### config.mk
export PLATFORM = sky130hd
export DESIGN_NAME = mem_access_arbiter
export DESIGN_NICKNAME = d
export VERILOG_FILES = /design/src/rtl/mem_access_arbiter_pkg.sv /design/src/rtl/mem_access_arbiter_lane_align.sv /design/src/rtl/mem_access_arbiter.sv
export SDC_FILE = /design/constraint.sdc
export NUM_CORES = 1
export LEC_CHECK = 0
export CORE_UTILIZATION = 30
export CTS_BUF_LIST = sky130_fd_sc_hd__clkbuf_16
export CTS_CLUSTER_DIAMETER = 150
export DETAILED_ROUTE_END_ITERATION = 8
export MAX_ROUTING_LAYER = met4
export PLACE_DENSITY = 0.57
export SLEW_MARGIN = 40
export SYNTH_ARGS = -nofsm -noshare
export SYNTH_HDL_FRONTEND = slang
export SYNTH_HIERARCHICAL = 1
export SYNTH_SLANG_ARGS = --single-unit
### constraint.sdc
create_clock -name i_clk -period 3.19 [get_ports i_clk]
set_clock_uncertainty 0.05 [all_clocks]
set_input_delay 0.957 -clock i_clk [delete_from_list [all_inputs] [get_ports i_clk]]
set_output_delay 0.957 -clock i_clk [all_outputs]
set_load 0.005 [all_outputs]
### src/rtl/mem_access_arbiter_pkg.sv
// Shared types for the memory access arbiter: access/mask encodings, FSM states,
// the memory request section and the LS legality decode.
package mem_access_arbiter_pkg;

    typedef enum logic [1:0] {
        me_rd = 2'd0,
        me_wr = 2'd1,
        me_x  = 2'd2
    } ME_AccessType;

    typedef enum logic [2:0] {
        mt_x  = 3'd0,
        mt_b  = 3'd1,
        mt_h  = 3'd2,
        mt_w  = 3'd3,
        mt_bu = 3'd5,
        mt_hu = 3'd6
    } ME_MaskType;

    typedef enum logic [1:0] {
        arb_idle   = 2'd0,
        arb_check  = 2'd1,
        arb_access = 2'd2,
        arb_resp   = 2'd3
    } MemArbStateType;

    // Request half of a MemSections transaction (address travels separately).
    typedef struct packed {
        logic        valid;
        logic        we;
        logic [3:0]  be;
        logic [31:0] wdata;
    } MemReqSection;

    function automatic logic ls_illegal(input logic [1:0] req, input logic [2:0] mask,
                                        input logic [1:0] a);
        logic ill;
        ill = 1'b0;
        if (req != me_rd && req != me_wr) ill = 1'b1;
        case (mask)
            mt_b, mt_bu: ;
            mt_h, mt_hu: if (a[0]) ill = 1'b1;
            mt_w:        if (a != 2'b00) ill = 1'b1;
            default:     ill = 1'b1;
        endcase
        if (req == me_wr && (mask == mt_bu || mask == mt_hu)) ill = 1'b1;
        return ill;
    endfunction

endpackage

### src/rtl/mem_access_arbiter_lane_align.sv
// Byte-lane alignment: store byte enables / lane replication and load
// shift with sign or zero extension.
module mem_lane_align
    import mem_access_arbiter_pkg::*;
(
    input  logic [2:0]  i_mask,
    input  logic [1:0]  i_addr_lo,
    input  logic [31:0] i_wdata,
    input  logic [31:0] i_rdata,
    output logic [3:0]  o_be,
    output logic [31:0] o_wdata,
    output logic [31:0] o_rdata
);
    logic [31:0] w_shifted;

    always_comb begin
        o_be    = 4'b1111;
        o_wdata = i_wdata;
        case (i_mask)
            mt_b, mt_bu: begin
                o_be    = 4'b0001 << i_addr_lo;
                o_wdata = {4{i_wdata[7:0]}};
            end
            mt_h, mt_hu: begin
                o_be    = i_addr_lo[1] ? 4'b1100 : 4'b0011;
                o_wdata = {2{i_wdata[15:0]}};
            end
            default: ;
        endcase
    end

    assign w_shifted = i_rdata >> {i_addr_lo, 3'b000};

    always_comb begin
        case (i_mask)
            mt_b:    o_rdata = {{24{w_shifted[7]}}, w_shifted[7:0]};
            mt_bu:   o_rdata = {24'd0, w_shifted[7:0]};
            mt_h:    o_rdata = {{16{w_shifted[15]}}, w_shifted[15:0]};
            mt_hu:   o_rdata = {16'd0, w_shifted[15:0]};
            default: o_rdata = w_shifted;
        endcase
    end
endmodule

### src/rtl/mem_access_arbiter.sv
// Round-robin arbiter sharing one word memory between instruction fetch and
// load/store, with alignment, legality checks and a memory timeout.
module mem_access_arbiter
    import mem_access_arbiter_pkg::*;
#(
    parameter int TIMEOUT = 16,
    parameter int ADDR_W  = 32
) (
    input  logic              i_clk,
    input  logic              i_rst,
    input  logic              i_if_valid,
    input  logic [ADDR_W-1:0] i_if_addr,
    output logic              o_if_ack,
    output logic              o_if_err,
    output logic [31:0]       o_if_rdata,
    input  logic              i_ls_valid,
    input  logic [1:0]        i_ls_req,
    input  logic [2:0]        i_ls_mask,
    input  logic [ADDR_W-1:0] i_ls_addr,
    input  logic [31:0]       i_ls_wdata,
    output logic              o_ls_ack,
    output logic              o_ls_err,
    output logic [31:0]       o_ls_rdata,
    output logic              o_mem_valid,
    output logic              o_mem_we,
    output logic [ADDR_W-1:0] o_mem_addr,
    output logic [3:0]        o_mem_be,
    output logic [31:0]       o_mem_wdata,
    input  logic              i_mem_done,
    input  logic [31:0]       i_mem_rdata
);
    localparam int CNT_W = $clog2(TIMEOUT);

    MemArbStateType    r_state;
    logic              r_grant_ls_last, r_is_ls, r_we, r_err;
    logic [2:0]        r_mask;
    logic [ADDR_W-1:0] r_addr;
    logic [31:0]       r_wdata, r_rdata;
    logic [CNT_W-1:0]  r_cnt;

    logic              w_pick_ls, w_illegal, w_acc, w_resp;
    logic [3:0]        w_be;
    logic [31:0]       w_wdata, w_rdata_ext;
    MemReqSection      w_req;

    // Legality is decoded on the arbitrated request as it leaves IDLE, so the
    // memory request is already registered in the following cycle.
    assign w_pick_ls = i_ls_valid && (!i_if_valid || !r_grant_ls_last);
    assign w_illegal = w_pick_ls ? ls_illegal(i_ls_req, i_ls_mask, i_ls_addr[1:0])
                                 : (i_if_addr[1:0] != 2'b00);

    mem_lane_align u_align (
        .i_mask    (r_mask),
        .i_addr_lo (r_addr[1:0]),
        .i_wdata   (r_wdata),
        .i_rdata   (i_mem_rdata),
        .o_be      (w_be),
        .o_wdata   (w_wdata),
        .o_rdata   (w_rdata_ext)
    );

    always_ff @(posedge i_clk) begin
        if (i_rst) begin
            r_state         <= arb_idle;
            r_grant_ls_last <= 1'b0;
            r_is_ls         <= 1'b0;
            r_we            <= 1'b0;
            r_err           <= 1'b0;
            r_mask          <= '0;
            r_addr          <= '0;
            r_wdata         <= '0;
            r_rdata         <= '0;
            r_cnt           <= '0;
        end else begin
            case (r_state)
                arb_idle: if (i_if_valid || i_ls_valid) begin
                    r_is_ls         <= w_pick_ls;
                    r_grant_ls_last <= w_pick_ls;
                    r_we            <= w_pick_ls && (i_ls_req == me_wr);
                    r_mask          <= w_pick_ls ? i_ls_mask : mt_w;
                    r_addr          <= w_pick_ls ? i_ls_addr : i_if_addr;
                    r_wdata         <= i_ls_wdata;
                    r_cnt           <= '0;
                    r_rdata         <= '0;
                    r_err           <= w_illegal;
                    r_state         <= w_illegal ? arb_resp : arb_access;
                end
                arb_access: begin
                    // A completion in the last allowed cycle beats the timeout.
                    if (i_mem_done) begin
                        r_rdata <= r_we ? 32'd0 : w_rdata_ext;
                        r_state <= arb_resp;
                    end else if (r_cnt == CNT_W'(TIMEOUT - 1)) begin
                        r_err   <= 1'b1;
                        r_state <= arb_resp;
                    end else begin
                        r_cnt <= r_cnt + 1'b1;
                    end
                end
                arb_resp: r_state <= arb_idle;
                default:  r_state <= arb_idle;
            endcase
        end
    end

    assign w_acc  = (r_state == arb_access);
    assign w_resp = (r_state == arb_resp);

    assign w_req.valid = w_acc;
    assign w_req.we    = w_acc && r_we;
    assign w_req.be    = w_acc ? (r_we ? w_be : 4'b1111) : 4'b0000;
    assign w_req.wdata = (w_acc && r_we) ? w_wdata : 32'd0;

    assign o_mem_valid = w_req.valid;
    assign o_mem_we    = w_req.we;
    assign o_mem_be    = w_req.be;
    assign o_mem_wdata = w_req.wdata;
    assign o_mem_addr  = w_acc ? {r_addr[ADDR_W-1:2], 2'b00} : '0;

    assign o_if_ack   = w_resp && !r_is_ls;
    assign o_if_err   = o_if_ack && r_err;
    assign o_if_rdata = o_if_ack ? r_rdata : 32'd0;
    assign o_ls_ack   = w_resp && r_is_ls;
    assign o_ls_err   = o_ls_ack && r_err;
    assign o_ls_rdata = o_ls_ack ? r_rdata : 32'd0;
endmodule
# Yosys cells after proc, flatten, opt, wreduce, memory -nomap -nowiden
# Cells that the tools add are included.
# totals
reg_bits,108
out_inout_bits,138
# op_classes
n_addsub,1
n_eq_ne,20
shifts,2
muxes,35
reduce_logical,28
# ops
op,n
$mux W32,8
$pmux W32 S2,2
$pmux W32 S4,1
$shr A32 B5 Y32,1
$mux W4,6
$pmux W4 S2,2
$eq A3 B3 Y1 const B,4
$eq A3 B2 Y1 const B,3
$logic_and A1 B1 Y1,9
$mux W1,9
$ne A2 B2 Y1 const B,4
$reduce_and A4 Y1,2
$reduce_bool A2 Y1,4
$reduce_or A2 Y1,4
$eq A3 B1 Y1 const B,2
$mux W2,3
$add A4 B1 Y4 const B,1
$eq A2 B2 Y1 const B,2
$eq A4 B4 Y1 const B,1
$ne A2 B1 Y1 const B,2
$pmux W2 S2,1
$reduce_and A2 Y1,2
$shl A1 B2 Y4 const A,1
$logic_or A1 B1 Y1,3
8 further kinds,9

# Depth between registers and ports, before layout
# Gate-level depths: netlist of run 1.
# logic_depth
ltp_word,10
ltp_mapped,9

# By module
# Netlist of run 1, hierarchy kept.
# by_module_without_submodules
module,instances,cells_each,area_each_um2,seq_area_each_um2
mem_access_arbiter,1,651,5256.3,2162.1
mem_lane_align,1,188,1293.7,0.0

# Worst setup path after synthesis of run 1
# Ideal clock, no wire load.
# synth_timing
path_kind,register -> output
startpoint,register r_mask[0]
endpoint,output o_mem_be[1]
arrival_ps,1550
t_required_ps,2183
setup_slack_ps,633
stages_incl_launch_ff,8
path_buffers,2
cell_sequence,dfxtp_1 inv_1 ha_1 clkbuf_1 clkbuf_1 o21bai_1 inv_1 a21oi_1
# synth_via
elab_chain_len,5
elab_cells_between_ends,9
# synth_lines
item,line_no,rtl
start: declaration,mem_access_arbiter.sv:36,logic [2:0] r_mask;
start signal: assignment,mem_access_arbiter.sv:80,r_mask <= w_pick_ls ? i_ls_mask : mt_w;
"$eq A3 B2 Y1, or another cell as far along",mem_access_arbiter_lane_align.sv:19,case (i_mask)
$reduce_or A2 Y1,mem_access_arbiter_lane_align.sv:19,
$pmux W4 S2 (*),mem_access_arbiter_lane_align.sv:19,
net w_be[1],mem_access_arbiter.sv:42,logic [3:0] w_be;
$mux W4 (*) (2 in series),mem_access_arbiter.sv:111,assign w_req.be = w_acc ? (r_we ? w_be : 4'b1111) : 4'b0000;
end: declaration,mem_access_arbiter.sv:27,"output logic [3:0] o_mem_be,"
# The timed path passes the listed nets; every way through them passes the cells marked *.

# Final worst setup path of run 1
# layout_timing
startpoint,register r_mask[0]
endpoint,output o_mem_wdata[12]
# layout_via
elab_chain_len,4
elab_cells_between_ends,8
# layout_lines
item,line_no,rtl
"$eq A3 B2 Y1, or another cell as far along",mem_access_arbiter_lane_align.sv:19,
$reduce_or A2 Y1,mem_access_arbiter_lane_align.sv:19,
$pmux W32 S2 (*),mem_access_arbiter_lane_align.sv:19,
net w_wdata[12],mem_access_arbiter.sv:43,"logic [31:0] w_wdata, w_rdata_ext;"
$mux W32 (*),mem_access_arbiter.sv:112,assign w_req.wdata = (w_acc && r_we) ? w_wdata : 32'd0;
end: declaration,mem_access_arbiter.sv:28,"output logic [31:0] o_mem_wdata,"
# Marked as above.

==> results.sh, run 1 <==
export IMPL_drive_above_1_share=0.0787
export IMPL_area_growth_pct=49.6
export IMPL_rsz0062_at_grt="yes"
export IMPL_cts_hold_buf=0
export IMPL_cts_tree="yes"
export IMPL_finalSetupTns_ps=0
export IMPL_crit_type="flop to output port"
export IMPL_die_width_um=150
export IMPL_cp_required_ps=2180
export IMPL_vias_per_cell=4.88
export IMPL_switching_power_mw=1.26
export IMPL_synth_common_cells="nand2_1, dfxtp_1, and2_1, a21oi_1, mux2i_1"
export IMPL_routed_wl_mm=21.8
export IMPL_yosys_cell_count_top_type="nand2_1"
export IMPL_yosys_area_top_type="dfxtp_1"
export IMPL_cts_sinks=108
export IMPL_reg2regPathDepth=6
export IMPL_antenna_cells=0
export IMPL_clock_path_buffers=2
export IMPL_cp_arrival_ps=2110
export IMPL_synth_fa_ha_area_frac=0.00573
export IMPL_post_route_min_period_ps=3120
export IMPL_synth_distinct_cells=54
export IMPL_htreeDepth=3
export IMPL_io_pins=276
export IMPL_slowest_stage="clkdlybuf4s50_1"
export IMPL_hold_viol=0
export IMPL_ys_flop_type="dfxtp_1"
export IMPL_path_cells="inv_1 -> ha_4 -> nor2b_4 -> buf_6 -> a22o_1 -> and3_1 -> clkdlybuf4s50_1"
export IMPL_grt_max_degree=51
export IMPL_dr_pass1_iters=5
export IMPL_rrSetupSlack_ps=1020
export IMPL_seqPwrFrac=0.397
export IMPL_die_y_um=150
export IMPL_ys_ff_latch=108
export IMPL_cellLeakagePower_nw=3.80
export IMPL_ys_warn_count=6
export IMPL_synth_seq_area_share=0.330
export IMPL_power_density_nw_per_um2=401
export IMPL_grt_use_total=0.200
export IMPL_crit_path_start="r_mask[0]$_SDFFE_PP0P_"
export IMPL_slowest_delay_ps=440
export IMPL_place_gp_congestion=0.868
export IMPL_power_frac_comb=0.318
export IMPL_clk_latency_ps=350
export IMPL_synthXorXnorAreaFrac=0.00267
export IMPL_synthSimpleGateAreaFrac=0.291
export IMPL_nets=1203
export IMPL_maxSlewHeadroom=0.516
export IMPL_port_buffer_count=273
export IMPL_wl_per_cell_um=16.2
export IMPL_maxCapViolCount=0
export IMPL_async_flop_share=0
export IMPL_netlist_instances=839
export IMPL_syn_avg_cell_area_sq_um=7.81
export IMPL_hpwl_mm=15.9
export IMPL_drt_initial_drc_count=251
export IMPL_clk_pin_slew_ps=70
export IMPL_synth_edf_count=0
export IMPL_cts_root_buf="clkbuf_16"
export IMPL_gr_total_overflow=0
export IMPL_crit_path_end_kind="output port"
export IMPL_r2r_start="r_addr[1]$_SDFFE_PP0P_"
export IMPL_fin_crit_sh=0.978
export IMPL_fmax_ghz=0.320
export IMPL_synthMuxAreaShare=0.0791
export IMPL_dieArea_sq_um=22400
export IMPL_grt_pass1_vias=6069
export IMPL_crit_buf_inv=3
export IMPL_critPathCapture="o_mem_wdata[12]"
export IMPL_pwr_share_clk=0.285
export IMPL_antenna_left=0
export IMPL_fin_util=0.462
export IMPL_synth_top_area_share=0.330
export IMPL_synth_top_family_by_area="simple AND/OR/NAND/NOR gates"
export IMPL_start_util=0.309
export IMPL_core_sq_um=21200
export IMPL_hold_class="flop to flop"
export IMPL_drc=0
export IMPL_antenna_found_initial=0
export IMPL_grt_pass1_wl_mm=33.7
export IMPL_status="completed"
export IMPL_cts_inserted_buffers=9
export IMPL_hold_ws_ps=406
export IMPL_synth_area_leaders="dfxtp_1, and2_1, nand2_1"
export IMPL_row_count=53
export IMPL_setup_viol=0
export IMPL_p_sw_frac=0.322
export IMPL_cp_num_cells=7
export IMPL_reg2reg_to="r_rdata[12]$_SDFFE_PP0P_"
export IMPL_cp_max_fo=8
export IMPL_synth_area_sq_um=6550
export IMPL_synth_compound_area_share=0.208
export IMPL_routed_via_count=6555
export IMPL_cp_top_family="buffers and inverters"
export IMPL_irDropWorstVdd_mv=0.283
export IMPL_slew_viol_final=0
export IMPL_start_kind="flop"
export IMPL_fillCellCount=2187
export IMPL_worstMarginPinSlew_ps=724
export IMPL_intPower_mw=2.67
## kinds of logic after synthesis
kind of cell,count (synthesis)
flip-flops,108
buffers and inverters,99
AO/OA/AOI/OAI,199
AND/OR/NAND/NOR,377
XOR/XNOR,2
other,1
adder cells (fa/ha/maj),3
multiplexers,50
## power by group through the flow
| stage | clock [mW] | sequential (mW) | combinational [mW] |
|---|---|---|---|
| global placement | 0 | 1.58 | 1.22 |
| floorplan | 0 | 1.55 | 0.799 |
| detailed placement | 0 | 1.59 | 1.22 |
| global route | 1.22 | 1.57 | 1.37 |
| CTS | 1.17 | 1.56 | 1.24 |
| finish | 1.12 | 1.56 | 1.25 |
## per-layer routing
metal  vias to the layer above  global-route usage  part of all wire
li1                       3331                   -                 -
met1                      2966               0.249              0.44
met2                       231               0.324              0.48
met3                        27              0.0332             0.056
met4                         0              0.0682             0.021
met5                         -                   -                 0
## sequential cells by signal, summed over array words and instances (netlist names)
register and count:
r_we 1, r_cnt 4, r_mask 3, r_rdata 32, r_err 1, r_is_ls 1
r_state 2, r_addr 32, r_wdata 32
## cells in the final DEF, fill, tap and decap left out, drive strengths merged, types with 2 or more instances in the layout
cell,count
o221ai,8
and3,34
a22o,8
dlymetal6s2s,4
clkbuf,9
a211oi,41
nor3,7
ha,3
a2bb2oi,8
buf,29
nand2,135
o21ai,29
nor2,47
and2,97
nand2b,3
nand3,33
nor4b,2
o21bai,2
conb,2
a22oi,8
or2,3
mux2i,48
o211ai,8
clkdlybuf4s50,268
dfxtp,108
nand3b,2
inv,12
clkinvlp,2
o21a,2
nor2b,10
xnor2,2
a21oi,79
## worst min-delay path by stage
stage,startpoint,endpoint,cells past startpoint
floorplan,r_rdata[14]$_SDFFE_PP0P_,r_rdata[14]$_SDFFE_PP0P_,2
global placement,r_wdata[16]$_SDFFE_PP0P_,r_wdata[16]$_SDFFE_PP0P_,2
detailed placement,r_wdata[25]$_SDFFE_PP0P_,r_wdata[25]$_SDFFE_PP0P_,2
CTS,r_wdata[25]$_SDFFE_PP0P_,r_wdata[25]$_SDFFE_PP0P_,2
global route,r_wdata[30]$_SDFFE_PP0P_,r_wdata[30]$_SDFFE_PP0P_,2
finish,r_wdata[24]$_SDFFE_PP0P_,r_wdata[24]$_SDFFE_PP0P_,2
## layout make-up
type                    instances  area, sq um  area share
multi-input cells             633         3910       0.399
repair buffers                301         3060       0.312
flip-flops and latches        108         2170       0.221
well taps                     275          344      0.0351
clock buffers                   9          225      0.0230
clock inverters                 7         61.3     0.00626
inverters                       9         33.8     0.00345
## through the flow
step,std cells,power (mW),area (sq um),setup WS (ps)
after floorplan,840,2.35,6550,633
after global placement,1325,2.80,9430,292
after detailed placement,1325,2.81,9430,264
after CTS,1341,3.98,9750,3.61
after global routing,1342,4.17,9800,-6.15
final,1342,3.93,9800,69.0
## worst reg2reg max path: cells and delay by family, from the launching register on
kind / cells / cell delay (ps)
buffers and inverters: 1 / 340
multiplexers: 1 / 610
AND/OR/NAND/NOR: 2 / 420
flip-flops: 1 / 380
AO/OA/AOI/OAI: 2 / 250
## timing repair
action                                  in CTS  in global routing
resized for setup                           10                 14
endpoints found under the hold margin        0                  0
pin swaps                                    0                  1
buffers inserted                             0                  1
cloned                                       0                  0
endpoints found under the setup margin      26                 28
Power figures use the tool's default switching activity.
==> run 2: changes to the inputs <==
- PLACE_DENSITY: 0.57 -> 0.58
- SYNTH_HIERARCHICAL: 1 -> default
==> results.sh, run 2 <==
export IMPL_crit_type="flop to output port"
export IMPL_slowest_delay_ps=460
export IMPL_cellLeakagePower_nw=3.59
export IMPL_clk_pin_slew_ps=70
export IMPL_synth_common_cells="dfxtp_1, and2_1, nand2_1, nor2_1, a21oi_1"
export IMPL_start_kind="flop"
export IMPL_grt_max_degree=59
export IMPL_clk_latency_ps=350
export IMPL_crit_path_end_kind="output port"
export IMPL_hold_viol=0
export IMPL_row_count=51
export IMPL_cts_tree="yes"
export IMPL_place_inst=1221
export IMPL_ys_warn_count=0
export IMPL_dieArea_sq_um=20500
export IMPL_yosys_area_top_type="dfxtp_1"
export IMPL_grt_pass1_wl_mm=31.0
export IMPL_use_met1=0.251
export IMPL_grt_pass1_vias=5681
export IMPL_cts_hold_buf=0
export IMPL_area_growth_pct=56.3
export IMPL_ys_flop_type="dfxtp_1"
export IMPL_seqPwrFrac=0.420
export IMPL_vias_per_cell=4.82
export IMPL_fmax_ghz=0.321
export IMPL_antenna_cells=0
export IMPL_syn_avg_cell_area_sq_um=8.25
export IMPL_worstMarginPinSlew_ps=621
export IMPL_wl_per_cell_um=16.1
export IMPL_drt_initial_drc_count=302
export IMPL_post_place_ws_ps=300
export IMPL_routed_wl_mm=20.0
export IMPL_place_gp_congestion=0.794
export IMPL_cts_sinks=108
export IMPL_final_common_cell="clkdlybuf4s50_1"
export IMPL_synth_area_leaders="dfxtp_1, and2_1, mux2i_1"
export IMPL_final_cell_mix="clkdlybuf4s50_1, dfxtp_1, and2_1"
export IMPL_drc=0
export IMPL_die_y_um=143
export IMPL_clock_path_buffers=2
export IMPL_switching_power_mw=1.14
export IMPL_postLayoutSetupSlackWorst_ps=73.3
export IMPL_power_density_nw_per_um2=396
export IMPL_reg_top3="r_addr: 32 flops, r_rdata: 32 flops, r_wdata: 32 flops"
export IMPL_seq_area_sq_um=2160
export IMPL_synth_seq_area_share=0.362
export IMPL_synth_area_sq_um=5980
export IMPL_ys_ff_latch=108
export IMPL_instances_no_fill=1242
export IMPL_setup_viol=0
export IMPL_path_cells="inv_1 -> ha_4 -> buf_4 -> a221o_1 -> nand2_1 -> a21oi_1 -> clkdlybuf4s50_1"
export IMPL_cp_top_family="buffers and inverters"
export IMPL_fin_crit_sh=0.977
export IMPL_hpwl_mm=14.7
export IMPL_use_met3=0.0436
export IMPL_antenna_found_initial=0
export IMPL_post_route_min_period_ps=3120
export IMPL_cp_required_ps=2180
export IMPL_die_width_um=143
export IMPL_cts_inserted_buffers=9
export IMPL_p_sw_frac=0.308
export IMPL_htreeDepth=3
export IMPL_crit_buf_inv=3
export IMPL_nets=1113
export IMPL_synth_distinct_cells=52
export IMPL_dr_pass1_iters=5
export IMPL_power_frac_comb=0.296
export IMPL_yosys_cell_count_top_type="dfxtp_1"
export IMPL_synth_edf_count=0
export IMPL_async_flop_share=0
export IMPL_cp_max_fo=11
export IMPL_antenna_left=0
export IMPL_io_pins=276
export IMPL_top_usage_layer="met2"
export IMPL_synth_top_area_share=0.362
export IMPL_pwr_share_clk=0.283
export IMPL_routed_via_count=5985
export IMPL_drive_above_1_share=0.0757
export IMPL_irDropWorstVdd_mv=0.256
export IMPL_slew_viol_final=0
export IMPL_maxSlewHeadroom=0.586
export IMPL_gr_total_overflow=0
export IMPL_multi_input_area_sq_um=3480
export IMPL_maxCapViolCount=0
export IMPL_cp_arrival_ps=2110
export IMPL_intPower_mw=2.56
export IMPL_grt_use_total=0.203
export IMPL_hold_class="flop to flop"
export IMPL_core_sq_um=19500
export IMPL_cts_root_buf="clkbuf_16"
export IMPL_netlist_instances=725
export IMPL_port_buffer_count=273
export IMPL_grt_met2_usage=0.326
export IMPL_slowest_stage="clkdlybuf4s50_1"
export IMPL_status="completed"
export IMPL_start_util=0.306
export IMPL_fillCellCount=1971
run 2: changes by cell type in the layout (fill, tap and decap cells not counted), sizes merged, moves of 9 or more:
cell,before,now
nand2,135,95
nand3,33,1
and3,34,10
a21oi,79,58
o2bb2ai,0,9
nor2,47,62
o21ai,29,15
run 2: logic make-up after synthesis:
logic type / synth area share
other: 0.000627
adder cells (fa/ha/maj): 0.00628
AO/OA/AOI/OAI: 0.202
flip-flops: 0.362
buffers and inverters: 0.0670
XOR/XNOR: 0.00293
multiplexers: 0.114
AND/OR/NAND/NOR: 0.245
run 2: layout make-up:
| cell class | count | area share |
|---|---|---|
| Timing Repair Buffer | 301 | 0.324 |
| Multi-Input combinational cell | 532 | 0.372 |
| Inverter | 20 | 0.00843 |
| Clock buffer | 9 | 0.0241 |
| Tap cell | 265 | 0.0355 |
| Clock inverter | 7 | 0.00482 |
| Sequential cell | 108 | 0.232 |
run 2: power by group through the flow:
stage          registers, mW  clock network (mW)  logic (mW)
2_1_floorplan           1.55                   0       0.631
3_3_place_gp            1.58                   0        1.04
3_5_place_dp            1.58                   0        1.05
4_1_cts                 1.55                1.09        1.09
5_1_grt                 1.57                1.15        1.21
6_report                1.55                1.05        1.10
run 2: worst reg2reg max path, cell delays in order, from the launching register on:
cell	delay (ps)
dfxtp_1	330
buf_4	330
mux2i_1	210
or3_4	410
a31oi_4	450
a22o_1	210
run 2: routing by layer:
metal  vias to the layer above  share of wire
li1                       3010              -
met4                         0          0.013
met3                        17          0.077
met2                       241           0.46
met1                      2717           0.45
met5                         -              0
run 2: per-stage QoR:
step | instance area, sq um | total power, mW | hold slack [ps] | setup TNS, ps | util
finish | 9350 | 3.70 | 406 | 0 | 0.479
CTS | 9270 | 3.73 | 409 | -4.97 | 0.475
floorplan | 5980 | 2.18 | 386 | 0 | -
global route | 9350 | 3.93 | 430 | -2.19 | 0.479
detailed placement | 8960 | 2.63 | 399 | 0 | 0.459
global placement | 8960 | 2.62 | 394 | 0 | 0.459
run 2: path summary, 6_finish.rpt:
check,slack (ps),to,startpoint,depth (start not counted)
hold / removal,410,r_wdata[27]$_SDFFE_PP0P_,r_wdata[27]$_SDFFE_PP0P_,2
hold reg to reg,410,r_wdata[27]$_SDFFE_PP0P_,r_wdata[27]$_SDFFE_PP0P_,2
setup reg to reg,1150,r_rdata[30]$_SDFFE_PP0P_,r_addr[1]$_SDFFE_PP0P_,5
setup / recovery,70,o_mem_wdata[29],r_mask[1]$_SDFFE_PP0P_,7
run 2: what timing repair did:
| action | in CTS | in global routing |
|---|---|---|
| gates cloned | 1 | 0 |
| buffers inserted | 0 | 4 |
| setup endpoints to repair | 24 | 40 |
| gates resized for setup | 5 | 14 |
| pin swaps | 0 | 1 |
==> run 3: changes to the inputs <==
- GPL_TIMING_DRIVEN: default -> 0
==> results.sh, run 3 (same netlist as run 2, synthesis figures left out) <==
export IMPL_status="completed"
export IMPL_place_gp_congestion=0.833
export IMPL_rsz0062_at_grt="yes"
export IMPL_cp_required_ps=2180
export IMPL_place_inst=1264
export IMPL_instances_no_fill=1284
export IMPL_setup_viol=0
export IMPL_cellLeakagePower_nw=3.77
export IMPL_row_count=51
export IMPL_final_common_cell="clkdlybuf4s50_1"
export IMPL_fin_crit_sh=0.989
export IMPL_routed_via_count=6295
export IMPL_antenna_cells=0
export IMPL_postLayoutSetupSlackWorst_ps=35.9
export IMPL_start_util=0.306
export IMPL_reg2reg_to="r_rdata[11]$_SDFFE_PP0P_"
export IMPL_maxCapViolCount=0
export IMPL_hold_class="flop to flop"
export IMPL_reg_top3="r_addr: 32 flops, r_rdata: 32 flops, r_wdata: 32 flops"
export IMPL_power_density_nw_per_um2=405
export IMPL_clk_pin_slew_ps=70
export IMPL_port_buffer_count=273
export IMPL_dieArea_sq_um=20500
export IMPL_hold_viol=0
export IMPL_clock_path_buffers=2
export IMPL_crit_path_end_kind="output port"
export IMPL_post_place_ws_ps=-411
export IMPL_die_y_um=143
export IMPL_finalSetupTns_ps=0
export IMPL_hold_ws_ps=405
export IMPL_irDropWorstVdd_mv=0.253
export IMPL_drive_above_1_share=0.106
export IMPL_grt_use_total=0.227
export IMPL_drt_initial_drc_count=257
export IMPL_grt_pass1_wl_mm=34.1
export IMPL_die_width_um=143
export IMPL_drc=0
export IMPL_reg2regPathDepth=8
export IMPL_crit_type="flop to output port"
export IMPL_vias_per_cell=4.90
export IMPL_cp_max_fo=10
export IMPL_maxSlewHeadroom=0.552
export IMPL_min_to="r_wdata[23]$_SDFFE_PP0P_"
export IMPL_worstMarginPinSlew_ps=671
export IMPL_hold_start="r_wdata[23]$_SDFFE_PP0P_"
export IMPL_post_route_min_period_ps=3150
export IMPL_post_route_cell_area_sq_um=9560
export IMPL_nets=1155
export IMPL_grt_pass1_vias=6126
export IMPL_r2r_start="r_mask[0]$_SDFFE_PP0P_"
export IMPL_fmax_ghz=0.317
export IMPL_dr_pass1_iters=5
export IMPL_cts_tree="yes"
export IMPL_cts_inserted_buffers=9
export IMPL_hold_depth=2
export IMPL_antenna_found_initial=0
export IMPL_fin_util=0.490
export IMPL_cts_sinks=108
export IMPL_area_growth_pct=60.0
export IMPL_power_mw=3.87
export IMPL_start_kind="flop"
export IMPL_gr_total_overflow=0
export IMPL_final_cell_mix="clkdlybuf4s50_1, dfxtp_1, and2_1"
export IMPL_core_sq_um=19500
export IMPL_wl_per_cell_um=17.3
export IMPL_slew_viol_final=0
export IMPL_routed_wl_mm=22.2
export IMPL_place_area_sq_um=9050
export IMPL_cp_arrival_ps=2150
export IMPL_clk_latency_ps=350
export IMPL_antenna_left=0
export IMPL_io_pins=276
export IMPL_rrSetupSlack_ps=1090
export IMPL_cts_root_buf="clkbuf_16"
export IMPL_grt_max_degree=20
export IMPL_htreeDepth=3
export IMPL_hpwl_mm=17.1
==> run 3: metal layers <==
| metal | vias to the layer above | track usage | share of wire |
|---|---|---|---|
| met1 | 2930 | 0.287 | 0.45 |
| met2 | 244 | 0.372 | 0.47 |
| li1 | 3095 | - | - |
| met4 | 0 | 0.0628 | 0.014 |
| met3 | 26 | 0.0372 | 0.070 |
| met5 | - | - | 0 |
==> run 3: where the power goes <==
group	total, mW	leakage, nW	switching (mW)	internal [mW]
Sequential	1.55	0.887	0.0771	1.47
Combinational	1.19	2.74	0.597	0.593
Clock	1.13	0.145	0.525	0.607
Total	3.87	3.77	1.20	2.67
==> run 3: final cells by class <==
| class | count | area, sq um |
|---|---|---|
| Fill cell | 1968 | 9960 |
| Sequential cell | 108 | 2160 |
| Buffer | 63 | 445 |
| Multi-Input combinational cell | 532 | 3480 |
| Inverter | 20 | 78.8 |
| Clock inverter | 7 | 67.6 |
| Tap cell | 265 | 332 |
| Timing Repair Buffer | 280 | 2770 |
| Clock buffer | 9 | 225 |
==> run 3: how the worst max path moves through the flow <==
stage | endpoint | cells after the start | start
after floorplan | o_mem_wdata[19] | 7 | r_mask[0]$_SDFFE_PP0P_
after global placement | o_mem_wdata[21] | 8 | r_mask[0]$_SDFFE_PP0P_
after detailed placement | o_mem_wdata[21] | 8 | r_mask[0]$_SDFFE_PP0P_
after CTS | o_mem_wdata[27] | 8 | r_mask[0]$_SDFFE_PP0P_
after global routing | o_mem_be[3] | 7 | r_mask[0]$_SDFFE_PP0P_
final | o_mem_be[3] | 7 | r_mask[0]$_SDFFE_PP0P_
==> run 3: worst max-delay path: stages (launching register included) <==
cell and delay, ps:
dfxtp_2 330, inv_1 70, ha_2 280, clkbuf_8 200
a21oi_1 70, o21ai_2 170, and2_1 160, clkdlybuf4s50_1 520
==> run 3: timing repair <==
| action | in CTS | in global routing |
|---|---|---|
| pin swaps | 1 | 2 |
| hold buffers | 0 | 0 |
| setup endpoints to repair | 132 | 45 |
| hold endpoints to repair | 0 | 0 |
| gates resized for setup | 78 | 20 |
| setup buffers | 2 | 5 |
